`src/rtl/ldpc_ber_counter_mc.sv`:
```
// rtl/ldpc_ber_counter_mc.sv - all-zero-codeword BER/block counter with 3-stage popcount pipeline
// Optional LDPC_BER_FER_EN adds per-block accumulation and frame-error counting.
module ldpc_ber_counter_mc #(
  parameter int DATA_WIDTH  = 128,
  parameter int CNT_WIDTH   = 64,
  parameter int LIMIT_WIDTH = 32
) (
  input  logic                   clk,
  input  logic                   reset,
  input  logic                   en,
  input  logic                   clear,
  input  logic [DATA_WIDTH-1:0]  last_mask,
  input  logic [LIMIT_WIDTH-1:0] err_limit,
  input  logic [DATA_WIDTH-1:0]  s_axis_dout_tdata,
  input  logic                   s_axis_dout_tvalid,
  output logic                   s_axis_dout_tready,
  input  logic                   s_axis_dout_tlast,
  output logic [CNT_WIDTH-1:0]   bit_errors,
  output logic [CNT_WIDTH-1:0]   frame_errors,
  output logic [CNT_WIDTH-1:0]   blocks,
  output logic                   limit_hit,
  output logic                   busy
);

  localparam int LANES = DATA_WIDTH / 32;
  localparam int SUM_W = $clog2(DATA_WIDTH + 1);
  localparam int ACC_W = ((CNT_WIDTH > SUM_W) ? CNT_WIDTH : SUM_W) + 1;
  localparam int CMP_W = (CNT_WIDTH > LIMIT_WIDTH) ? CNT_WIDTH : LIMIT_WIDTH;
  localparam logic [CNT_WIDTH-1:0] CNT_MAX = '1;

  typedef enum logic [1:0] {IDLE, RUN, DRAIN, STOP} state_t;

  state_t                state;
  logic                  mid_block;
  logic                  stop_pending;
  logic                  s1_valid, s1_last;
  logic [DATA_WIDTH-1:0] s1_data;
  logic                  s2_valid, s2_last;
  logic [5:0]            s2_cnt   [LANES];
  logic [5:0]            lane_cnt [LANES];
  logic [SUM_W-1:0]      beat_sum;
  logic [ACC_W-1:0]      bit_sum;
  logic [CNT_WIDTH-1:0]  bit_next;
  logic                  accept, pipe_empty, hold_off;

  // Between blocks, a pending stop or a dropped enable closes the input before a new block starts.
  assign hold_off           = !mid_block && (stop_pending || !en);
  assign s_axis_dout_tready = (state == RUN) && !hold_off && !clear;
  assign accept             = s_axis_dout_tvalid && s_axis_dout_tready;
  assign pipe_empty         = !s1_valid && !s2_valid;
  assign busy               = (state != IDLE) || !pipe_empty;

  always_comb begin
    for (int l = 0; l < LANES; l++) begin
      lane_cnt[l] = '0;
      for (int b = 0; b < 32; b++)
        lane_cnt[l] = lane_cnt[l] + 6'(s1_data[l*32+b]);
    end
    beat_sum = '0;
    for (int l = 0; l < LANES; l++)
      beat_sum = beat_sum + SUM_W'(s2_cnt[l]);
    bit_sum  = ACC_W'(bit_errors) + ACC_W'(beat_sum);
    bit_next = (bit_sum > ACC_W'(CNT_MAX)) ? CNT_MAX : bit_sum[CNT_WIDTH-1:0];
  end

  always_ff @(posedge clk or posedge reset) begin
    if (reset) begin
      s1_valid <= 1'b0;
      s1_last  <= 1'b0;
      s1_data  <= '0;
      s2_valid <= 1'b0;
      s2_last  <= 1'b0;
      for (int l = 0; l < LANES; l++) s2_cnt[l] <= '0;
    end else if (clear) begin
      s1_valid <= 1'b0;
      s2_valid <= 1'b0;
    end else begin
      s1_valid <= accept;
      if (accept) begin
        s1_data <= s_axis_dout_tlast ? (s_axis_dout_tdata & last_mask) : s_axis_dout_tdata;
        s1_last <= s_axis_dout_tlast;
      end
      s2_valid <= s1_valid;
      s2_last  <= s1_last;
      for (int l = 0; l < LANES; l++) s2_cnt[l] <= lane_cnt[l];
    end
  end

  always_ff @(posedge clk or posedge reset) begin
    if (reset) begin
      bit_errors   <= '0;
      blocks       <= '0;
      stop_pending <= 1'b0;
    end else if (clear) begin
      bit_errors   <= '0;
      blocks       <= '0;
      stop_pending <= 1'b0;
    end else if (s2_valid) begin
      bit_errors <= bit_next;
      if (s2_last && blocks != CNT_MAX)
        blocks <= blocks + 1'b1;
      // Compare against the post-update total so DRAIN sees the stop as soon as the pipe empties.
      if (err_limit != '0 && CMP_W'(bit_next) >= CMP_W'(err_limit))
        stop_pending <= 1'b1;
    end
  end

`ifdef LDPC_BER_FER_EN
  logic [CNT_WIDTH-1:0] blk_errs;
  logic [ACC_W-1:0]     blk_sum;

  assign blk_sum = ACC_W'(blk_errs) + ACC_W'(beat_sum);

  always_ff @(posedge clk or posedge reset) begin
    if (reset) begin
      blk_errs     <= '0;
      frame_errors <= '0;
    end else if (clear) begin
      blk_errs     <= '0;
      frame_errors <= '0;
    end else if (s2_valid) begin
      if (s2_last) begin
        blk_errs <= '0;
        if (blk_sum != '0 && frame_errors != CNT_MAX)
          frame_errors <= frame_errors + 1'b1;
      end else begin
        blk_errs <= (blk_sum > ACC_W'(CNT_MAX)) ? CNT_MAX : blk_sum[CNT_WIDTH-1:0];
      end
    end
  end
`else
  assign frame_errors = '0;
`endif

  always_ff @(posedge clk or posedge reset) begin
    if (reset) begin
      state     <= IDLE;
      limit_hit <= 1'b0;
      mid_block <= 1'b0;
    end else if (clear) begin
      state     <= IDLE;
      limit_hit <= 1'b0;
      mid_block <= 1'b0;
    end else begin
      if (accept) mid_block <= !s_axis_dout_tlast;
      case (state)
        IDLE:  if (en && !limit_hit) state <= RUN;
        RUN: begin
          if (accept && s_axis_dout_tlast) begin
            if (!en || stop_pending) state <= DRAIN;
          end else if (hold_off) begin
            state <= DRAIN;
          end
        end
        DRAIN: begin
          if (pipe_empty) begin
            if (stop_pending) begin
              state     <= STOP;
              limit_hit <= 1'b1;
            end else if (en) begin
              state <= RUN;
            end else begin
              state <= IDLE;
            end
          end
        end
        default: state <= STOP;
      endcase
    end
  end

endmodule

```
`config.mk`:
```
export PLATFORM = sky130hd
export DESIGN_NAME = ldpc_ber_counter_mc
export DESIGN_NICKNAME = d
export VERILOG_FILES = /design/src/rtl/ldpc_ber_counter_mc.sv
export SDC_FILE = /design/constraint.sdc
export NUM_CORES = 1
export LEC_CHECK = 0
export ABC_CLOCK_PERIOD_IN_PS = 30500
export CORE_MARGIN = 8
export CORE_UTILIZATION = 55
export DETAILED_ROUTE_END_ITERATION = 10
export GPL_TIMING_DRIVEN = 0
export PLACE_DENSITY = 0.88
export SYNTH_ARGS = -nofsm -noshare
export SYNTH_HDL_FRONTEND = slang
export SYNTH_SLANG_ARGS = --single-unit
```
`constraint.sdc`:
```
create_clock -name clk -period 30.5 [get_ports clk]
set_input_delay 7.625 -clock clk [delete_from_list [all_inputs] [get_ports clk]]
set_output_delay 7.625 -clock clk [all_outputs]
set_load 0.02 [all_outputs]
```
==> flow_summary.yaml <==
clock_tree:
  cts_setup_buffers: 0
  cts_max_level: 1
  cts_tree: "built"
  clkLatencyLatePin_ps: 580
  ctsRootBufferMaster: "clkbuf_16"
  clk_pin_slew_worst_paths_ps: 60
  cts_resized: 0
  holdBufCountCts: 0
  clock_sinks: 289
  cts_made_buffers: 31
  clockBufferDepth: 3
grt:
  grt_max_degree: 118
  grt_first_pass_wirelength_mm: 103
  grt_use_total_pct: 30.9
  antenna_found_initial: 2
  grt_pass1_vias: 19300
  grt_remaining_overflow: 0
cells_and_area:
  stdcell_count: 3189
  syn2layout_area_growth_pct: 31.7
  nets: 3186
  fin_util_pct: 72.8
  drive_gt1_share_pct: 5.13
yosys:
  yosysWarnings: 0
  synth_edf_count: 0
  synth-main-ff-cell: "dfrtp_1"
  synthArstFlopShare_pct: 100
  synth_top_cell_area_share_pct: 37.2
  ys_seq_elements: 289
  synth.distinct_cells: 55
  synth_area_um2: 19400
  syn_inst: 2184
  ys_seq_area_share_pct: 37.2
  synth_largest_area_cell: "dfrtp_1"
  synth_area_leaders: "dfrtp_1 37%, fa_1 12%, o21ai_0 8.1%"
  synth_area_per_cell_um2: 8.89
timing:
  finalHoldViolCount: 0
  rsz0062_at_grt: "false"
  holdWs_ps: 481
  fmax_mhz: 59.3
  fin_tns_setup_ps: 0
  worst_slew_pin_slew_ps: 1100
  finalSetupViolations: 0
  maxSlewHeadroom_pct: 26.2
  timing.final.crit_share_pct: 55.3
  drv_slew: 0
  period_needed_ps: 16870
  fin_skew_ps: 18.9
place:
  place_inst: 3133
  globalplace.congestion: 1.01
  hpwl_mm: 52.8
  io_buffers: 423
floorplan:
  rows: 69
  ios: 489
  die_area_um2: 41600
  die_y_um: 204
  core_area_um2: 35100
  start_util_pct: 55.3
  dieWidth_um: 204
pwr:
  finalPower_uw: 3020
  pwr_density_cell_nw_per_um2: 118
  leakagePower_uw: 0.0116
  peakVddDrop_mv: 0.208
status:
  status: "complete, no violations"
detailed_routing:
  wl_per_cell_um: 20.8
  drc_errors: 0
  routed_wl_mm: 66.2
  final_antenna_net_count: 0
  dr.first_iter.drc_count: 1437
  viasPerCell: 5.69
  vias: 18100
  first_pass_iters: 6
min_path:
  min_to: "s1_data[126]"
  hold_start: "s1_data[126]"
  min_path_cells: 2
  hold_class: "reg -> reg"
critical_path:
  worst-endpoint-arrival_ps: 9240
  reg2reg_depth: 26
  reg2reg_to: "stop_pending"
  worstSetupPathType: "in -> out"
  worstPathMaxFanout: 4
  r2r-start: "bit_errors[3]"
  start_kind: "input port"
  cp-end-kind: "output pin"
  cp.required_ps: 22880
  rrSetupSlack_ps: 22170
job:
  cap_viol_max_count: 0
## registers in the layout, summed over array words and instances (netlist names)
register      flops
limit_hit         1
stop_pending      1
bit_errors       64
s2_cnt           24
s2_last           1
s1_valid          1
s2_valid          1
blocks           64
state             2
s1_data         128
s1_last           1
mid_block         1
## metrics by stage
stage	setup WS [ps]	cell area (µm²)
floorplan	14250	19700
global placement	11480	24500
CTS	13650	25600
global route	13550	25600
finish	13630	25600
detailed placement	13660	24500
## Yosys cell counts (all sizes together), types with 2 or more instances
master	n
nand4	34
dfrtp	289
a21o	16
xor2	66
and3	36
nor4	26
nor2	140
a31oi	6
o31ai	2
or4	6
a211oi	27
a311oi	32
inv	236
o22ai	3
nor2b	9
mux2	6
ha	74
nand2b	5
a31o	2
nor3b	2
o21a	11
and2	11
nand2	257
and4	25
o211ai	5
clkbuf	95
or2	2
a41oi	2
nand3	66
buf	78
o21ai	316
a21oi	61
nor3	34
o2111ai	2
xnor2	48
or3	18
mux2i	13
fa	113
## final cells by class
class                           count  area, µm²
Clock inverter                     14        179
Fill cell                        2457       9570
Buffer                            173        906
Inverter                          236        893
Multi-Input combinational cell   1549      10600
Tap cell                          461        577
Sequential cell                   289       7230
Clock buffer                       41        863
Timing Repair Buffer              425       4290
Antenna cell                        1       2.50
## critical path, cell delays in order
cell             delay, ps
clkdlybuf4s50_1        520
a21oi_1                 80
nor4_1                 290
clkdlybuf4s50_1        720
## placed cells by master (no fill, tap or decap), types with 18 or more instances in the layout
master           instances
and3_1                  36
xnor2_1                 48
clkdlybuf4s50_1        423
ha_1                    74
nor4_1                  25
xor2_1                  66
or3_1                   18
nor3_1                  34
conb_1                  64
fa_1                   113
a21oi_1                 61
o21ai_0                316
nor2_1                 140
a311oi_1                32
and4_1                  25
a211oi_1                26
buf_4                   64
clkbuf_1               100
nand2_1                256
dfrtp_1                289
clkbuf_16               31
nand4_1                 34
nand3_1                 66
inv_1                  234
## cells by family (layout without fill, tap and decap cells)
group / count (synthesis) / after routing / synth area share (%)
and+or+nand+nor: 672 / 672 / 16.3
AOI/OAI and AO/OA: 493 / 493 / 14.6
buffers and inverters: 409 / 889 / 9.23
DFF: 289 / 289 / 37.2
adders and majority gates: 187 / 187 / 16.4
xor gates and xnor gates: 114 / 114 / 5.14
muxes: 19 / 19 / 1.02
other: 1 / 65 / 0.0193
## how the worst max path moves through the flow
stage | startpoint | to | slack, ps
after floorplan | clear | s_axis_dout_tready | 14250
after global placement | reset | s1_data[32] | 11480
after detailed placement | en | s_axis_dout_tready | 13660
after CTS | en | s_axis_dout_tready | 13650
after global routing | en | s_axis_dout_tready | 13550
final | en | s_axis_dout_tready | 13630
## routing by layer
layer	vias up	GRT usage (%)	wire length [µm]
li1	8305	-	-
met1	8776	36.5	24800
met2	849	54.2	33300
met3	205	5.33	4650
met4	2	14.8	3450
met5	-	0	15
## where the power goes
part           switching [µW]  internal, µW
combinational            1150           965
sequential               44.2           463
clock                     162           231
No activity file was read; power rests on OpenSTA's default activity.
